===== config.mk =====
export PLATFORM = sky130hd
export DESIGN_NAME = cru_divider_bank
export DESIGN_NICKNAME = d
export VERILOG_FILES = /design/src/rtl/cru_pkg.sv /design/src/rtl/cru_div_channel.sv /design/src/rtl/cru_divider_bank.sv
export SDC_FILE = /design/constraint.sdc
export NUM_CORES = 1
export LEC_CHECK = 0
export ABC_AREA = 1
export BUFFER_PORTS_ARGS = -buffer_cell sky130_fd_sc_hd__clkbuf_2
export CAP_MARGIN = 15
export CORE_MARGIN = 10
export CORE_UTILIZATION = 30
export DETAILED_ROUTE_END_ITERATION = 8
export GPL_TIMING_DRIVEN = 0
export HOLD_SLACK_MARGIN = 0.06
export PLACE_DENSITY_LB_ADDON = 0.05
export SKIP_CTS_REPAIR_TIMING = 1
export SYNTH_ARGS = -nofsm -noshare
export SYNTH_HDL_FRONTEND = slang
export SYNTH_HIERARCHICAL = 1
export SYNTH_SLANG_ARGS = --single-unit

===== constraint.sdc =====
create_clock -name clk -period 2.1 [get_ports clk]
set_input_delay 0.105 -clock clk [delete_from_list [all_inputs] [get_ports clk]]
set_output_delay 0.105 -clock clk [all_outputs]
set_load 0.01 [all_outputs]

===== src/rtl/cru_pkg.sv =====
// Shared constants and types for the clock-reset-unit divider bank.
// Imported by the channel and the bank top level.
package cru_pkg;

    localparam int DIV_W_DEF = 16;
    localparam int DIV_MIN   = 2;

    typedef logic [DIV_W_DEF-1:0] div_t;

endpackage : cru_pkg


===== src/rtl/cru_div_channel.sv =====
// One divider channel: a period counter with glitch-free divisor hand-over,
// registered enable/divided-clock outputs, and a stretched downstream reset.
module cru_div_channel
    import cru_pkg::*;
#(
    parameter int               DIV_W       = DIV_W_DEF,
    parameter logic [DIV_W-1:0] M_INIT      = DIV_W'(2),
    parameter int               RST_STRETCH = 4
) (
    input  logic             clk,
    input  logic             reset,
    input  logic             wr_en,
    input  logic [DIV_W-1:0] wr_val,
    input  logic             sync,
    output logic             en,
    output logic             clk_div,
    output logic             rst
);

    localparam int PC_W = (RST_STRETCH > 1) ? $clog2(RST_STRETCH) : 1;

    logic [DIV_W-1:0] cnt_r;
    logic [DIV_W-1:0] m_r;
    logic [DIV_W-1:0] pend_r;
    logic             pend_vld_r;
    logic             en_r;
    logic             clk_r;
    logic             rst_r;
    logic [PC_W-1:0]  pulse_cnt_r;

    logic [DIV_W-1:0] cnt_s;
    logic [DIV_W-1:0] m_s;
    logic [DIV_W-1:0] pend_s;
    logic             pend_vld_s;
    logic             en_s;
    logic             clk_s;
    logic             rst_s;
    logic [PC_W-1:0]  pulse_cnt_s;
    logic             wrap_s;

    assign wrap_s = (cnt_r == (m_r - DIV_W'(1)));

    // Counter, divisor hand-over and output decode for the next cycle.
    always_comb begin
        cnt_s       = cnt_r;
        m_s         = m_r;
        pend_s      = pend_r;
        pend_vld_s  = pend_vld_r;
        en_s        = 1'b0;
        clk_s       = clk_r;
        if (sync) begin
            // The sync edge itself serves as the count-0 cycle, so every
            // channel restarts with a full-length high phase and period.
            if (wr_en) begin
                m_s = wr_val;
            end else if (pend_vld_r) begin
                m_s = pend_r;
            end else begin
                m_s = m_r;
            end
            pend_vld_s = 1'b0;
            cnt_s      = DIV_W'(1);
            clk_s      = 1'b1;
            en_s       = 1'b0;
        end else begin
            if (wr_en) begin
                pend_s     = wr_val;
                pend_vld_s = 1'b1;
            end else begin
                pend_s     = pend_r;
                pend_vld_s = pend_vld_r;
            end
            clk_s = (cnt_r < (m_r >> 1));
            if (wrap_s) begin
                cnt_s = '0;
                en_s  = 1'b1;
                // A write landing on the wrap edge stays pending for the next wrap.
                if (pend_vld_r) begin
                    m_s        = pend_r;
                    pend_vld_s = wr_en;
                end else begin
                    m_s = m_r;
                end
            end else begin
                cnt_s = cnt_r + DIV_W'(1);
            end
        end
    end

    // Downstream reset release after RST_STRETCH enable pulses.
    always_comb begin
        rst_s       = rst_r;
        pulse_cnt_s = pulse_cnt_r;
        if (en_s && rst_r) begin
            if (pulse_cnt_r == PC_W'(RST_STRETCH - 1)) begin
                rst_s = 1'b0;
            end else begin
                pulse_cnt_s = pulse_cnt_r + PC_W'(1);
            end
        end else begin
            rst_s       = rst_r;
            pulse_cnt_s = pulse_cnt_r;
        end
    end

    // Channel state and output registers.
    always_ff @(posedge clk) begin
        if (reset) begin
            cnt_r       <= '0;
            m_r         <= M_INIT;
            pend_r      <= '0;
            pend_vld_r  <= 1'b0;
            en_r        <= 1'b0;
            clk_r       <= 1'b0;
            rst_r       <= 1'b1;
            pulse_cnt_r <= '0;
        end else begin
            cnt_r       <= cnt_s;
            m_r         <= m_s;
            pend_r      <= pend_s;
            pend_vld_r  <= pend_vld_s;
            en_r        <= en_s;
            clk_r       <= clk_s;
            rst_r       <= rst_s;
            pulse_cnt_r <= pulse_cnt_s;
        end
    end

    assign en      = en_r;
    assign clk_div = clk_r;
    assign rst     = rst_r;

endmodule : cru_div_channel


===== src/rtl/cru_divider_bank.sv =====
// Multi-channel clock-enable / divided-clock generator with per-channel reset
// sequencing; holds the write decode, error flag and sync fan-out.
module cru_divider_bank
    import cru_pkg::*;
#(
    parameter int                      N_CH        = 4,
    parameter int                      DIV_W       = DIV_W_DEF,
    parameter logic [N_CH*DIV_W-1:0]   DIV_INIT    = {16'd30, 16'd6, 16'd20, 16'd250},
    parameter int                      RST_STRETCH = 4,
    // One spare code point so an out-of-range channel can be addressed and rejected.
    localparam int                     SEL_W       = $clog2(N_CH + 1)
) (
    input  logic             clk,
    input  logic             reset,
    input  logic             div_wr,
    input  logic [SEL_W-1:0] div_sel,
    input  logic [DIV_W-1:0] div_val,
    input  logic             sync_i,
    output logic             err_o,
    output logic [N_CH-1:0]  en_o,
    output logic [N_CH-1:0]  clk_o,
    output logic [N_CH-1:0]  rst_o
);

    logic            sel_ok_s;
    logic            val_ok_s;
    logic            wr_ok_s;
    logic [N_CH-1:0] wr_ch_s;
    logic            err_r;

    assign sel_ok_s = (div_sel < SEL_W'(N_CH));
    assign val_ok_s = (div_val >= DIV_W'(DIV_MIN));
    assign wr_ok_s  = div_wr & sel_ok_s & val_ok_s;

    // Rejected-write flag, one cycle after the offending strobe.
    always_ff @(posedge clk) begin
        if (reset) begin
            err_r <= 1'b0;
        end else begin
            err_r <= div_wr & ~(sel_ok_s & val_ok_s);
        end
    end

    assign err_o = err_r;

    for (genvar g = 0; g < N_CH; g++) begin : g_ch
        assign wr_ch_s[g] = wr_ok_s & (div_sel == SEL_W'(g));

        cru_div_channel #(
            .DIV_W       (DIV_W),
            .M_INIT      (DIV_INIT[g*DIV_W +: DIV_W]),
            .RST_STRETCH (RST_STRETCH)
        ) u_ch (
            .clk     (clk),
            .reset   (reset),
            .wr_en   (wr_ch_s[g]),
            .wr_val  (div_val),
            .sync    (sync_i),
            .en      (en_o[g]),
            .clk_div (clk_o[g]),
            .rst     (rst_o[g])
        );
    end

endmodule : cru_divider_bank


==> load_flow_metrics.sql, run 1 <==
INSERT INTO impl_metrics (metric_group, metric, value, unit) VALUES
('run_status', 'run_status', 'finished, violations left', ''),
('run_status', 'violations', 'negative setup slack', ''),
('timing', 'timing.final.ws_setup', '-35.21', 'ps'),
('detailed_routing', 'wl_per_cell', '15.93', 'um'),
('detailed_routing', 'final_wirelength', '47740', 'um'),
('detailed_routing', 'detail_route.drc_violations', '0', ''),
('global_routing', 'grt_overflow', '0', ''),
('yosys', 'yosys_warnings', '6', ''),
('floorplanning', 'die_area', '56730', 'um^2'),
('placed_design', 'finalWeightedCongestion', '0.8634', ''),
('yosys', 'synth_area_per_cell', '6.367', 'um^2'),
('timing', 'hold_ws', '45.50', 'ps'),
('finish', 'layout.cell_area.non_filler', '17960', 'um^2'),
('yosys', 'yosysTopAreaCellShare', '30.42', '%'),
('worst_setup_path', 'critPathMaxStageDelay', '340', 'ps'),
('detailed_routing', 'drt_iter0_markers', '723', ''),
('floorplanning', 'floorplan.initialDensity', '30.48', '%'),
('timing', 'finClkSkew', '12.88', 'ps'),
('placed_design', 'port_buffers', '35', ''),
('floorplanning', 'core_area', '46850', 'um^2'),
('finish', 'finish.net_count', '2461', ''),
('clock_network', 'worstSkewPairLatency', '570', 'ps'),
('timing', 'period_needed', '2135', 'ps'),
('run', 'maxCapViolations', '0', ''),
('worst_setup_path', 'critical_path.slowest_cell', 'sky130_fd_sc_hd__dfxtp_2', ''),
('yosys', 'synth_top_flop_cell', 'sky130_fd_sc_hd__dfxtp_1', ''),
('worst_setup_path', 'startpoint_type', 'register', ''),
('finish', 'n_antenna_cell', '0', ''),
('clock_network', 'cts_buffer_depth', '3', ''),
('floorplanning', 'die_h', '238.2', 'um'),
('worst_setup_path', 'timing.critical_path.to_type', 'register', ''),
('timing', 'setup_violations', '23', ''),
('worst_setup_path', 'worst-endpoint-required', '2550', 'ps'),
('floorplanning', 'core.rowCount', '79', ''),
('floorplanning', 'floorplan.die.width', '238.2', 'um'),
('yosys', 'yosys.area.top_type', 'sky130_fd_sc_hd__dfxtp_1', ''),
('global_routing', 'grt_pass1_wl', '73150', 'um'),
('worst_setup_path', 'critical_path_peak_fanout', '7', ''),
('timing', 'final_min_period_over_clock_period', '101.7', '%'),
('yosys', 'ys_types', '39', ''),
('global_routing', 'first_global_vias', '13440', ''),
('finish', 'layout.core_utilization', '38.33', '%'),
('worst_setup_path', 'worst-setup-path-type', 'register to register', ''),
('clock_network', 'path_clk_slew', '60', 'ps'),
('hold_path', 'hp-class', 'input pin to register', ''),
('yosys', 'synthesis.nets', '2334', ''),
('yosys', 'netlist_instances', '2243', ''),
('yosys', 'synth-seq-cells', '217', ''),
('clock_network', 'tritoncts', 'yes', ''),
('yosys', 'post_syn_area', '14280', 'um^2'),
('timing', 'max_slew.worst_pin.slew', '709.0', 'ps'),
('worst_setup_path', 'timing.critical_path.cells', 'inv_4, ha_4, inv_2, nand2_1, nand2_1, xor2_1, nor2_1, nand3_2, nor2_4, nand3_4, nand2_8, clkinv_8, clkbuf_16, nor2_4, nor2_1', ''),
('timing', 'fmax', '468.3', 'MHz'),
('global_routing', 'number_of_antenna_violations_at_the_first_check_in_global_routing', '0', ''),
('finish', 'layout.filler_cells', '5119', ''),
('detailed_routing', 'vias', '14410', ''),
('power', 'p_total', '11.10', 'mW'),
('finish', 'layout-area-overhead-vs-synth', '25.76', '%'),
('global_routing', 'grtUsageTotal', '15.81', '%'),
('clock_network', 'cts_root_buffer', 'sky130_fd_sc_hd__clkbuf_16', ''),
('detailed_routing', 'dr.pass1.iters', '5', ''),
('placed_design', 'hpwl_after_detailed_placement', '35780', 'um'),
('timing', 'final-max-slew-violation-count', '0', ''),
('power', 'power.ir.vdd_worst', '0.0006195', 'V'),
('timing', 'final_hold_violation_count', '0', ''),
('yosys', 'yosys.cell_count.top_type', 'sky130_fd_sc_hd__nand2_1', ''),
('clock_network', 'cts_max_level', '1', ''),
('timing', 'grt_setup_unrepaired', 'yes', ''),
('detailed_routing', 'antenna_left', '0', ''),
('detailed_routing', 'post_drt_via_cell_ratio', '4.811', ''),
('power', 'power_per_cell_area', '618.0', 'nW/um^2');
-- per-layer routing --
layer	global-route usage, %	wire [um]	vias up
li1	-	-	7531
met1	22.09	23820	6599
met2	25.07	21070	214
met3	2.190	1615	69
met4	3.981	1228	0
met5	0	0	-
-- critical path, delay by kind of cell, from the launching register on --
kind / cells / cell delay, ps
xor gates and xnor gates: 1 / 150
adders and majority gates: 1 / 190
buffers and inverters: 4 / 380
DFF: 1 / 340
and+or+nand+nor: 9 / 940
-- flip-flops by register name, indices dropped and copies added, names as in the netlist --
name	count
g_ch.u_ch/cnt_r	64
g_ch.u_ch/m_r	64
g_ch.u_ch/pend_r	64
g_ch.u_ch/pulse_cnt_r	8
g_ch.u_ch/clk_div	4
g_ch.u_ch/en	4
g_ch.u_ch/pend_vld_r	4
g_ch.u_ch/rst	4
err_o	1
-- area by class of cell --
| class | count | area (um^2) | share of cell area (%) |
|---|---|---|---|
| buffer | 64 | 417.9 | 2.327 |
| clock buffer | 45 | 845.8 | 4.709 |
| clock inverter | 5 | 56.30 | 0.3135 |
| inverter | 245 | 984.7 | 5.483 |
| multi-input combinational | 1717 | 9597 | 53.43 |
| sequential | 217 | 4414 | 24.58 |
| tap | 607 | 759.5 | 4.229 |
| timing repair buffer | 96 | 884.6 | 4.925 |
-- cells in the final DEF (no fill, tap or decap), types with 9 or more instances in the layout --
master	instances
sky130_fd_sc_hd__nand3b_1	12
sky130_fd_sc_hd__nand2_4	9
sky130_fd_sc_hd__a21oi_1	116
sky130_fd_sc_hd__a21oi_2	26
sky130_fd_sc_hd__dfxtp_1	175
sky130_fd_sc_hd__nand3_2	16
sky130_fd_sc_hd__nor3_2	12
sky130_fd_sc_hd__clkbuf_16	40
sky130_fd_sc_hd__nand3_1	87
sky130_fd_sc_hd__xor2_1	26
sky130_fd_sc_hd__nand2_2	31
sky130_fd_sc_hd__nor2_1	362
sky130_fd_sc_hd__nor2_2	66
sky130_fd_sc_hd__nor2_4	62
sky130_fd_sc_hd__xnor2_1	12
sky130_fd_sc_hd__inv_2	11
sky130_fd_sc_hd__o21ai_0	198
sky130_fd_sc_hd__nand4_1	44
sky130_fd_sc_hd__clkbuf_2	35
sky130_fd_sc_hd__nor3_1	31
sky130_fd_sc_hd__nor4_1	12
sky130_fd_sc_hd__o21ai_1	38
sky130_fd_sc_hd__clkbuf_1	56
sky130_fd_sc_hd__buf_4	36
sky130_fd_sc_hd__nand2_1	427
sky130_fd_sc_hd__inv_1	222
sky130_fd_sc_hd__dfxtp_2	35
sky130_fd_sc_hd__ha_1	64
-- final timing paths --
path              depth (start not counted)                                   to  slack (ps)                           startpoint
setup / recovery                         15     g_ch[2].u_ch/m_r[6]$_SDFFE_PP0P_         -40     g_ch[2].u_ch/m_r[1]$_SDFFE_PP1P_
hold / removal                            5     g_ch[0].u_ch/m_r[1]$_SDFFE_PP1P_          50                           div_val[1]
setup reg to reg                         15     g_ch[2].u_ch/m_r[6]$_SDFFE_PP0P_         -40     g_ch[2].u_ch/m_r[1]$_SDFFE_PP1P_
hold reg to reg                           2  g_ch[2].u_ch/pend_r[0]$_SDFFE_PP0P_         480  g_ch[2].u_ch/pend_r[0]$_SDFFE_PP0P_
-- metrics by stage --
stage	instances	worst slack [ps]
3_5_place_dp	2885	-418.8
4_1_cts	2935	-434.0
6_report	2996	-35.21
5_1_grt	2996	-157.0
3_3_place_gp	2885	-477.2
2_1_floorplan	2243	154.2
-- where the power goes --
part           internal, mW  switching [mW]  leakage [nW]
sequential             4.26           0.189          1.78
clock                  2.85            1.91         0.439
combinational         0.712            1.19          5.26
total                  7.82            3.28          7.48
-- cell families (layout without fill, tap and decap cells) --
family	count (synthesis)	in the layout	synth area share (%)
compound gates	403	403	14.87
xor+xnor	44	44	2.698
fa+ha+maj	68	68	5.958
buf+inv	310	455	9.050
flops	217	217	30.42
simple gates	1201	1202	37.01
No activity file was read; power rests on OpenSTA's default activity.
==> run 2: changes to the inputs <==
SKIP_CTS_REPAIR_TIMING = not set   (was 1)
==> run 2 against run 1 <==
Global-route usage increased by 0.23 points. The run still ends with negative setup slack left. Non-clock buffer count grew 5. First-iteration DRC count up 24%.
==> load_flow_metrics.sql, run 2 (synthesis results as in run 1) <==
INSERT INTO impl_metrics (metric_group, metric, value, unit) VALUES
('timing', 'max_slew.worst_pin.slew', '655.3', 'ps'),
('worst_setup_path', 'worst_ep_arrival_time', '2600', 'ps'),
('clock_network', 'cts_made_buffers', '29', ''),
('run', 'maxCapViolations', '0', ''),
('floorplanning', 'io-pin-count', '36', ''),
('finish', 'top_regs', 'g_ch.u_ch/cnt_r x64, g_ch.u_ch/m_r x64, g_ch.u_ch/pend_r x64', ''),
('placed_design', 'finalWeightedCongestion', '0.8634', ''),
('timing', 'setup_violations', '35', ''),
('placed_design', 'preCtsSetupSlack', '-418.8', 'ps'),
('power', 'power.ir.vdd_worst', '0.0006097', 'V'),
('power', 'comb_power_share', '16.9', '%'),
('floorplanning', 'die_area', '56730', 'um^2'),
('timing', 'final_hold_violation_count', '0', ''),
('finish', 'layout.cell_area.non_filler', '17890', 'um^2'),
('floorplanning', 'core.rowCount', '79', ''),
('detailed_routing', 'dr.pass1.iters', '5', ''),
('finish', 'layout-area-overhead-vs-synth', '25.28', '%'),
('global_routing', 'number_of_antenna_violations_at_the_first_check_in_global_routing', '0', ''),
('finish', 'most_common_cell_after_layout_fill_and_taps_aside', 'sky130_fd_sc_hd__nand2_1', ''),
('timing', 'period_needed', '2139', 'ps'),
('detailed_routing', 'vias', '14430', ''),
('power', 'power_per_cell_area', '619.2', 'nW/um^2'),
('worst_setup_path', 'critical_path.slowest_cell', 'sky130_fd_sc_hd__dfxtp_2', ''),
('global_routing', 'grt_max_degree', '17', ''),
('clock_network', 'cts_root_buffer', 'sky130_fd_sc_hd__clkbuf_16', ''),
('detailed_routing', 'wl_per_cell', '15.95', 'um'),
('worst_setup_path', 'timing.critical_path.to_type', 'register', ''),
('clock_network', 'cts_buffer_depth', '3', ''),
('power', 'intPower', '7.803', 'mW'),
('clock_network', 'cts.sink_count', '217', ''),
('detailed_routing', 'antenna_left', '0', ''),
('power', 'power.sequential.fraction', '40.1', '%'),
('worst_setup_path', 'critical_path_depth', '16', ''),
('timing', 'final_min_period_over_clock_period', '101.9', '%'),
('worst_setup_path', 'worst-setup-path-type', 'register to register', ''),
('global_routing', 'first_global_vias', '13640', ''),
('power', 'clock_power_share', '43.0', '%'),
('run_status', 'violations', 'negative setup slack', ''),
('floorplanning', 'floorplan.initialDensity', '30.48', '%'),
('timing', 'grt_setup_unrepaired', 'yes', ''),
('worst_setup_path', 'timing.critical_path.cells', 'inv_4, ha_4, nand2_4, nor2_4, buf_4, nand2_1, nand2_1, nand2_1, nand3_1, nor2_2, nand3_2, nand2_4, clkinv_8, clkbuf_16, nor2_4, nor2_1', ''),
('placed_design', 'detailed_place.area', '15220', 'um^2'),
('clock_network', 'cts_max_level', '1', ''),
('power', 'switching_share', '29.56', '%'),
('worst_setup_path', 'crit_path_frequent_cell', 'sky130_fd_sc_hd__nand2_1', ''),
('worst_setup_path', 'critical_path_buf_inv_count', '4', ''),
('worst_setup_path', 'worst-endpoint-required', '2560', 'ps'),
('floorplanning', 'core_area', '46850', 'um^2'),
('global_routing', 'grt_pass1_wl', '74260', 'um'),
('hold_path', 'min_delay_path_depth', '3', ''),
('placed_design', 'hpwl_after_detailed_placement', '35780', 'um'),
('power', 'p_total', '11.08', 'mW'),
('timing', 'fmax', '467.4', 'MHz'),
('timing', 'slew_headroom', '56.31', '%'),
('finish', 'n_antenna_cell', '0', ''),
('floorplanning', 'die_h', '238.2', 'um'),
('worst_setup_path', 'path_delay_family', 'simple AND/OR/NAND/NOR gates', ''),
('power', 'leakage_component_of_the_power', '7.490', 'nW'),
('finish', 'post_route_cells_drive_above_1_share', '19.72', '%'),
('worst_setup_path', 'critPathMaxStageDelay', '380', 'ps'),
('timing', 'timing.final.ws_setup', '-39.47', 'ps'),
('timing', 'final-max-slew-violation-count', '0', ''),
('floorplanning', 'floorplan.die.width', '238.2', 'um'),
('finish', 'layout.filler_cells', '5159', ''),
('finish', 'layout_common_cells', 'sky130_fd_sc_hd__nand2_1, sky130_fd_sc_hd__nor2_1, sky130_fd_sc_hd__inv_1, sky130_fd_sc_hd__o21ai_0, sky130_fd_sc_hd__dfxtp_1', ''),
('hold_path', 'hp-class', 'input pin to register', ''),
('detailed_routing', 'post_drt_via_cell_ratio', '4.808', ''),
('worst_setup_path', 'startpoint_type', 'register', ''),
('power', 'net-switching-power', '3.275', 'mW'),
('global_routing', 'grtUsageTotal', '16.04', '%'),
('worst_setup_path', 'r2r.worst_path.cells', '16', ''),
('timing', 'hold_ws', '90.23', 'ps'),
('clock_network', 'path_clk_slew', '50', 'ps'),
('detailed_routing', 'detail_route.drc_violations', '0', ''),
('global_routing', 'grt_overflow', '0', ''),
('detailed_routing', 'final_wirelength', '47860', 'um'),
('detailed_routing', 'drt_iter0_markers', '897', ''),
('worst_setup_path', 'critical_path_peak_fanout', '7', ''),
('placed_design', 'port_buffers', '35', ''),
('clock_network', 'tritoncts', 'yes', ''),
('run_status', 'run_status', 'finished, violations left', ''),
('clock_network', 'worstSkewPairLatency', '570', 'ps'),
('timing', 'finClkSkew', '11.58', 'ps'),
('finish', 'finish.net_count', '2466', '');
run 2: cell types whose count changed in the layout (fill, tap and decap cells not counted), sizes merged:
cell         previous run  this run
clkbuf                137       129
clkinv                  4         6
inv                   244       242
dlygate4sd3             5        11
buf                    63        70
run 2: metrics by stage:
stage | instances | utilization (%) | TNS [ps]
finish | 3001 | 38.19 | -678.1
global route | 3001 | 38.19 | -9253
CTS | 2957 | 35.36 | -65.09
detailed placement | 2885 | 32.48 | -38510
global placement | 2885 | 32.48 | -38870
floorplan | 2243 | - | 0
run 2: layout make-up:
type / count / area, um^2 / share of cell area, %
Timing Repair Buffer: 105 / 900.9 / 5.035
Clock inverter: 5 / 56.30 / 0.3147
Buffer: 60 / 379.1 / 2.119
Inverter: 245 / 982.2 / 5.490
Sequential cell: 217 / 4408 / 24.64
Clock buffer: 45 / 845.8 / 4.728
Tap cell: 607 / 759.5 / 4.245
Multi-Input combinational cell: 1717 / 9559 / 53.43
run 2: what timing repair did:
action	4_1_cts	5_1_grt
setup endpoints to repair	144	166
hold buffers	10	1
resized for setup	85	279
endpoints found under the hold margin	25	2
buffers inserted	14	38
gates cloned	0	8
pin swaps	18	64
run 2: routing by layer:
metal | GRT usage, % | routed length (um)
met1 | 22.40 | 24110
met2 | 25.51 | 21010
met5 | 0 | 0
met4 | 4.058 | 1130
met3 | 2.144 | 1613
run 2: power groups by stage:
stage | clock network [mW] | logic [mW] | registers [mW]
floorplan | 0 | 1.07 | 4.44
global placement | 0 | 1.50 | 4.49
detailed placement | 0 | 1.51 | 4.49
CTS | 4.93 | 1.61 | 4.41
global route | 5.08 | 2.10 | 4.46
finish | 4.77 | 1.87 | 4.44
run 2: final timing paths:
path,start,to,slack [ps]
worst min-delay path,div_val[6],g_ch[2].u_ch/pend_r[6]$_SDFFE_PP0P_,90
worst max register to register,g_ch[3].u_ch/m_r[1]$_SDFFE_PP1P_,g_ch[3].u_ch/m_r[8]$_SDFFE_PP0P_,-40
worst max-delay path,g_ch[3].u_ch/m_r[1]$_SDFFE_PP1P_,g_ch[3].u_ch/m_r[8]$_SDFFE_PP0P_,-40
worst min register to register,g_ch[2].u_ch/pend_r[0]$_SDFFE_PP0P_,g_ch[2].u_ch/pend_r[0]$_SDFFE_PP0P_,480
run 2: worst register-to-register path, cell delays in order, from the launching register on:
cell and delay (ps):
sky130_fd_sc_hd__dfxtp_2 380, sky130_fd_sc_hd__inv_4 60, sky130_fd_sc_hd__ha_4 170, sky130_fd_sc_hd__nand2_4 100
sky130_fd_sc_hd__nor2_4 70, sky130_fd_sc_hd__buf_4 130, sky130_fd_sc_hd__nand2_1 50, sky130_fd_sc_hd__nand2_1 40
sky130_fd_sc_hd__nand2_1 80, sky130_fd_sc_hd__nand3_1 90, sky130_fd_sc_hd__nor2_2 140, sky130_fd_sc_hd__nand3_2 150
sky130_fd_sc_hd__nand2_4 170, sky130_fd_sc_hd__clkinv_8 110, sky130_fd_sc_hd__clkbuf_16 180, sky130_fd_sc_hd__nor2_4 70
sky130_fd_sc_hd__nor2_1 40
==> run 3: changes to the inputs <==
GPL_TIMING_DRIVEN = 1   (was 0)
RECOVER_POWER = 50   (was not set)
==> run 3 against run 2 <==
The run now ends clean. First-iteration DRC count fell by 12%. Final cell count rose by 2.8%. Clock skew rose by 12 ps. Clock-buffer cell count fell by 3. Non-clock buffer count rose by 80.
==> load_flow_metrics.sql, run 3 (synthesis results as in run 1) <==
INSERT INTO impl_metrics (metric_group, metric, value, unit) VALUES
('run_status', 'run_status', 'finished clean', ''),
('detailed_routing', 'post_drt_via_cell_ratio', '4.694', ''),
('timing', 'finClkSkew', '23.51', 'ps'),
('finish', 'layout.area.seq', '4392', 'um^2'),
('timing', 'final-max-slew-violation-count', '0', ''),
('timing', 'grt_setup_unrepaired', 'yes', ''),
('worst_setup_path', 'timing.critical_path.to_type', 'register', ''),
('power', 'switching_share', '28.94', '%'),
('finish', 'finish.net_count', '2545', ''),
('power', 'p_total', '11.46', 'mW'),
('floorplanning', 'core.rowCount', '79', ''),
('run', 'maxCapViolations', '0', ''),
('floorplanning', 'die_h', '238.2', 'um'),
('worst_setup_path', 'worst-endpoint-required', '2570', 'ps'),
('finish', 'post_route_cells_drive_above_1_share', '22.21', '%'),
('clock_network', 'cts.sink_count', '217', ''),
('clock_network', 'tritoncts', 'yes', ''),
('timing', 'setup_violations', '0', ''),
('global_routing', 'number_of_antenna_violations_at_the_first_check_in_global_routing', '1', ''),
('finish', 'layout_common_cells', 'sky130_fd_sc_hd__nand2_1, sky130_fd_sc_hd__nor2_1, sky130_fd_sc_hd__inv_1, sky130_fd_sc_hd__o21ai_0, sky130_fd_sc_hd__dfxtp_1', ''),
('power', 'comb_power_share', '16.9', '%'),
('detailed_routing', 'detail_route.drc_violations', '0', ''),
('finish', 'layout.filler_cells', '5050', ''),
('global_routing', 'first_global_vias', '13560', ''),
('global_routing', 'peak_usage_layer_in_the_global_routing_report', 'met2', ''),
('power', 'leakage_component_of_the_power', '7.947', 'nW'),
('worst_setup_path', 'critical_path_peak_fanout', '10', ''),
('timing', 'fmax', '487.4', 'MHz'),
('finish', 'most_common_cell_after_layout_fill_and_taps_aside', 'sky130_fd_sc_hd__nand2_1', ''),
('placed_design', 'port_buffers', '35', ''),
('global_routing', 'grt_max_degree', '34', ''),
('clock_network', 'cts_max_level', '1', ''),
('timing', 'period_needed', '2052', 'ps'),
('floorplanning', 'core_area', '46850', 'um^2'),
('global_routing', 'grtUsageMet1', '22.77', '%'),
('placed_design', 'preCtsSetupSlack', '-99.35', 'ps'),
('worst_setup_path', 'worst-setup-path-type', 'register to register', ''),
('finish', 'final_cells', '3084', ''),
('global_routing', 'grt_overflow', '0', ''),
('detailed_routing', 'drt_iter0_markers', '788', ''),
('floorplanning', 'floorplan.die.width', '238.2', 'um'),
('power', 'clock_power_share', '44.6', '%'),
('clock_network', 'cts_made_buffers', '28', ''),
('finish', 'top_regs', 'g_ch.u_ch/cnt_r x64, g_ch.u_ch/m_r x64, g_ch.u_ch/pend_r x64', ''),
('finish', 'multiInputGateArea', '9350', 'um^2'),
('placed_design', 'finalWeightedCongestion', '0.8822', ''),
('clock_network', 'path_clk_slew', '60', 'ps'),
('floorplanning', 'die_area', '56730', 'um^2'),
('power', 'power.ir.vdd_worst', '0.0005892', 'V'),
('detailed_routing', 'wl_per_cell', '15.41', 'um'),
('timing', 'hold_ws', '166.5', 'ps'),
('power', 'net-switching-power', '3.318', 'mW'),
('global_routing', 'grt_use_met2', '25.65', '%'),
('clock_network', 'worstSkewPairLatency', '580', 'ps'),
('detailed_routing', 'vias', '14480', ''),
('global_routing', 'grt_util_met3', '1.913', '%'),
('power', 'power_per_cell_area', '622.9', 'nW/um^2'),
('detailed_routing', 'antenna_left', '0', ''),
('placed_design', 'hpwl_after_detailed_placement', '35750', 'um'),
('timing', 'slew_headroom', '61.41', '%'),
('finish', 'layout.core_utilization', '39.28', '%'),
('worst_setup_path', 'worst_ep_arrival_time', '2520', 'ps'),
('timing', 'final_min_period_over_clock_period', '97.70', '%'),
('global_routing', 'grt_pass1_wl', '74420', 'um'),
('finish', 'layout-area-overhead-vs-synth', '28.88', '%'),
('detailed_routing', 'final_wirelength', '47510', 'um'),
('detailed_routing', 'dr.pass1.iters', '5', ''),
('worst_setup_path', 'startpoint_type', 'register', ''),
('floorplanning', 'floorplan.initialDensity', '30.48', '%'),
('floorplanning', 'io-pin-count', '36', ''),
('hold_path', 'hp-class', 'input pin to register', ''),
('global_routing', 'grtUsageTotal', '16.11', '%'),
('placed_design', 'dpl.cell_count', '2991', ''),
('clock_network', 'cts_root_buffer', 'sky130_fd_sc_hd__clkbuf_16', ''),
('clock_network', 'cts_buffer_depth', '3', ''),
('power', 'power.sequential.fraction', '38.5', '%'),
('timing', 'timing.final.ws_setup', '48.40', 'ps'),
('timing', 'max_slew.worst_pin.slew', '578.8', 'ps'),
('timing', 'final_hold_violation_count', '0', ''),
('power', 'intPower', '8.146', 'mW');
## run 3: timing repair
action | in CTS | in global routing
buffers inserted | 1 | 17
pin swaps | 9 | 58
gates resized for setup | 24 | 242
cloned | 0 | 4
endpoints found under the setup margin | 128 | 154
endpoints found under the hold margin | 50 | 0
hold buffers | 18 | 0
## run 3: routing by layer
metal  routed length [um]  vias to the layer above
met4                 1006                        0
met2                20860                      175
met5                    0                        -
met3                 1461                       53
li1                     -                     7698
met1                24190                     6551
## run 3: layout make-up
cell class                 count  share of cell area (%)
antenna                        1                 0.01360
multi-input combinational   1716                   50.80
timing repair inverter         1                 0.04759
tap                          607                   4.126
inverter                     245                   5.187
clock buffer                  42                   4.806
sequential                   217                   23.86
timing repair buffer         245                   10.60
clock inverter                10                  0.5574
## run 3: critical path, cell delays in order (launching register included)
cell and delay, ps:
sky130_fd_sc_hd__dfxtp_4 370, sky130_fd_sc_hd__nor2_4 160, sky130_fd_sc_hd__nand2_8 90, sky130_fd_sc_hd__nor2_4 220, sky130_fd_sc_hd__nand3_1 120, sky130_fd_sc_hd__nand2_2 110
sky130_fd_sc_hd__nand3_2 100, sky130_fd_sc_hd__nor2_2 140, sky130_fd_sc_hd__nand3_2 150, sky130_fd_sc_hd__nand2_4 150, sky130_fd_sc_hd__inv_8 70, sky130_fd_sc_hd__buf_4 140
sky130_fd_sc_hd__nor2_2 80, sky130_fd_sc_hd__nor2_1 50
## run 3: final timing paths
| path | from | end | slack (ps) | cells after the start |
|---|---|---|---|---|
| max | g_ch[3].u_ch/m_r[2]$_SDFFE_PP1P_ | g_ch[3].u_ch/m_r[6]$_SDFFE_PP0P_ | 50 | 13 |
| min | reset | g_ch[1].u_ch/pulse_cnt_r[0]$_SDFFE_PP0P_ | 170 | 3 |
| max reg2reg | g_ch[3].u_ch/m_r[2]$_SDFFE_PP1P_ | g_ch[3].u_ch/m_r[6]$_SDFFE_PP0P_ | 50 | 13 |
| min reg2reg | g_ch[3].u_ch/pend_r[6]$_SDFFE_PP0P_ | g_ch[3].u_ch/pend_r[6]$_SDFFE_PP0P_ | 480 | 2 |
## run 3: power by group through the flow
stage	combinational, mW	clock (mW)	sequential, mW
floorplan	1.07	0	4.44
global route	2.19	5.41	4.43
CTS	1.76	5.26	4.38
detailed placement	1.70	0	4.47
finish	1.94	5.11	4.41
global placement	1.70	0	4.47
## run 3: stage by stage
step | area, um^2 | TNS [ps]
final | 18410 | 0
after global routing | 18400 | -1217
after CTS | 17470 | -15.74
after detailed placement | 16200 | -5629
after global placement | 16200 | -6259
after floorplan | 14280 | 0
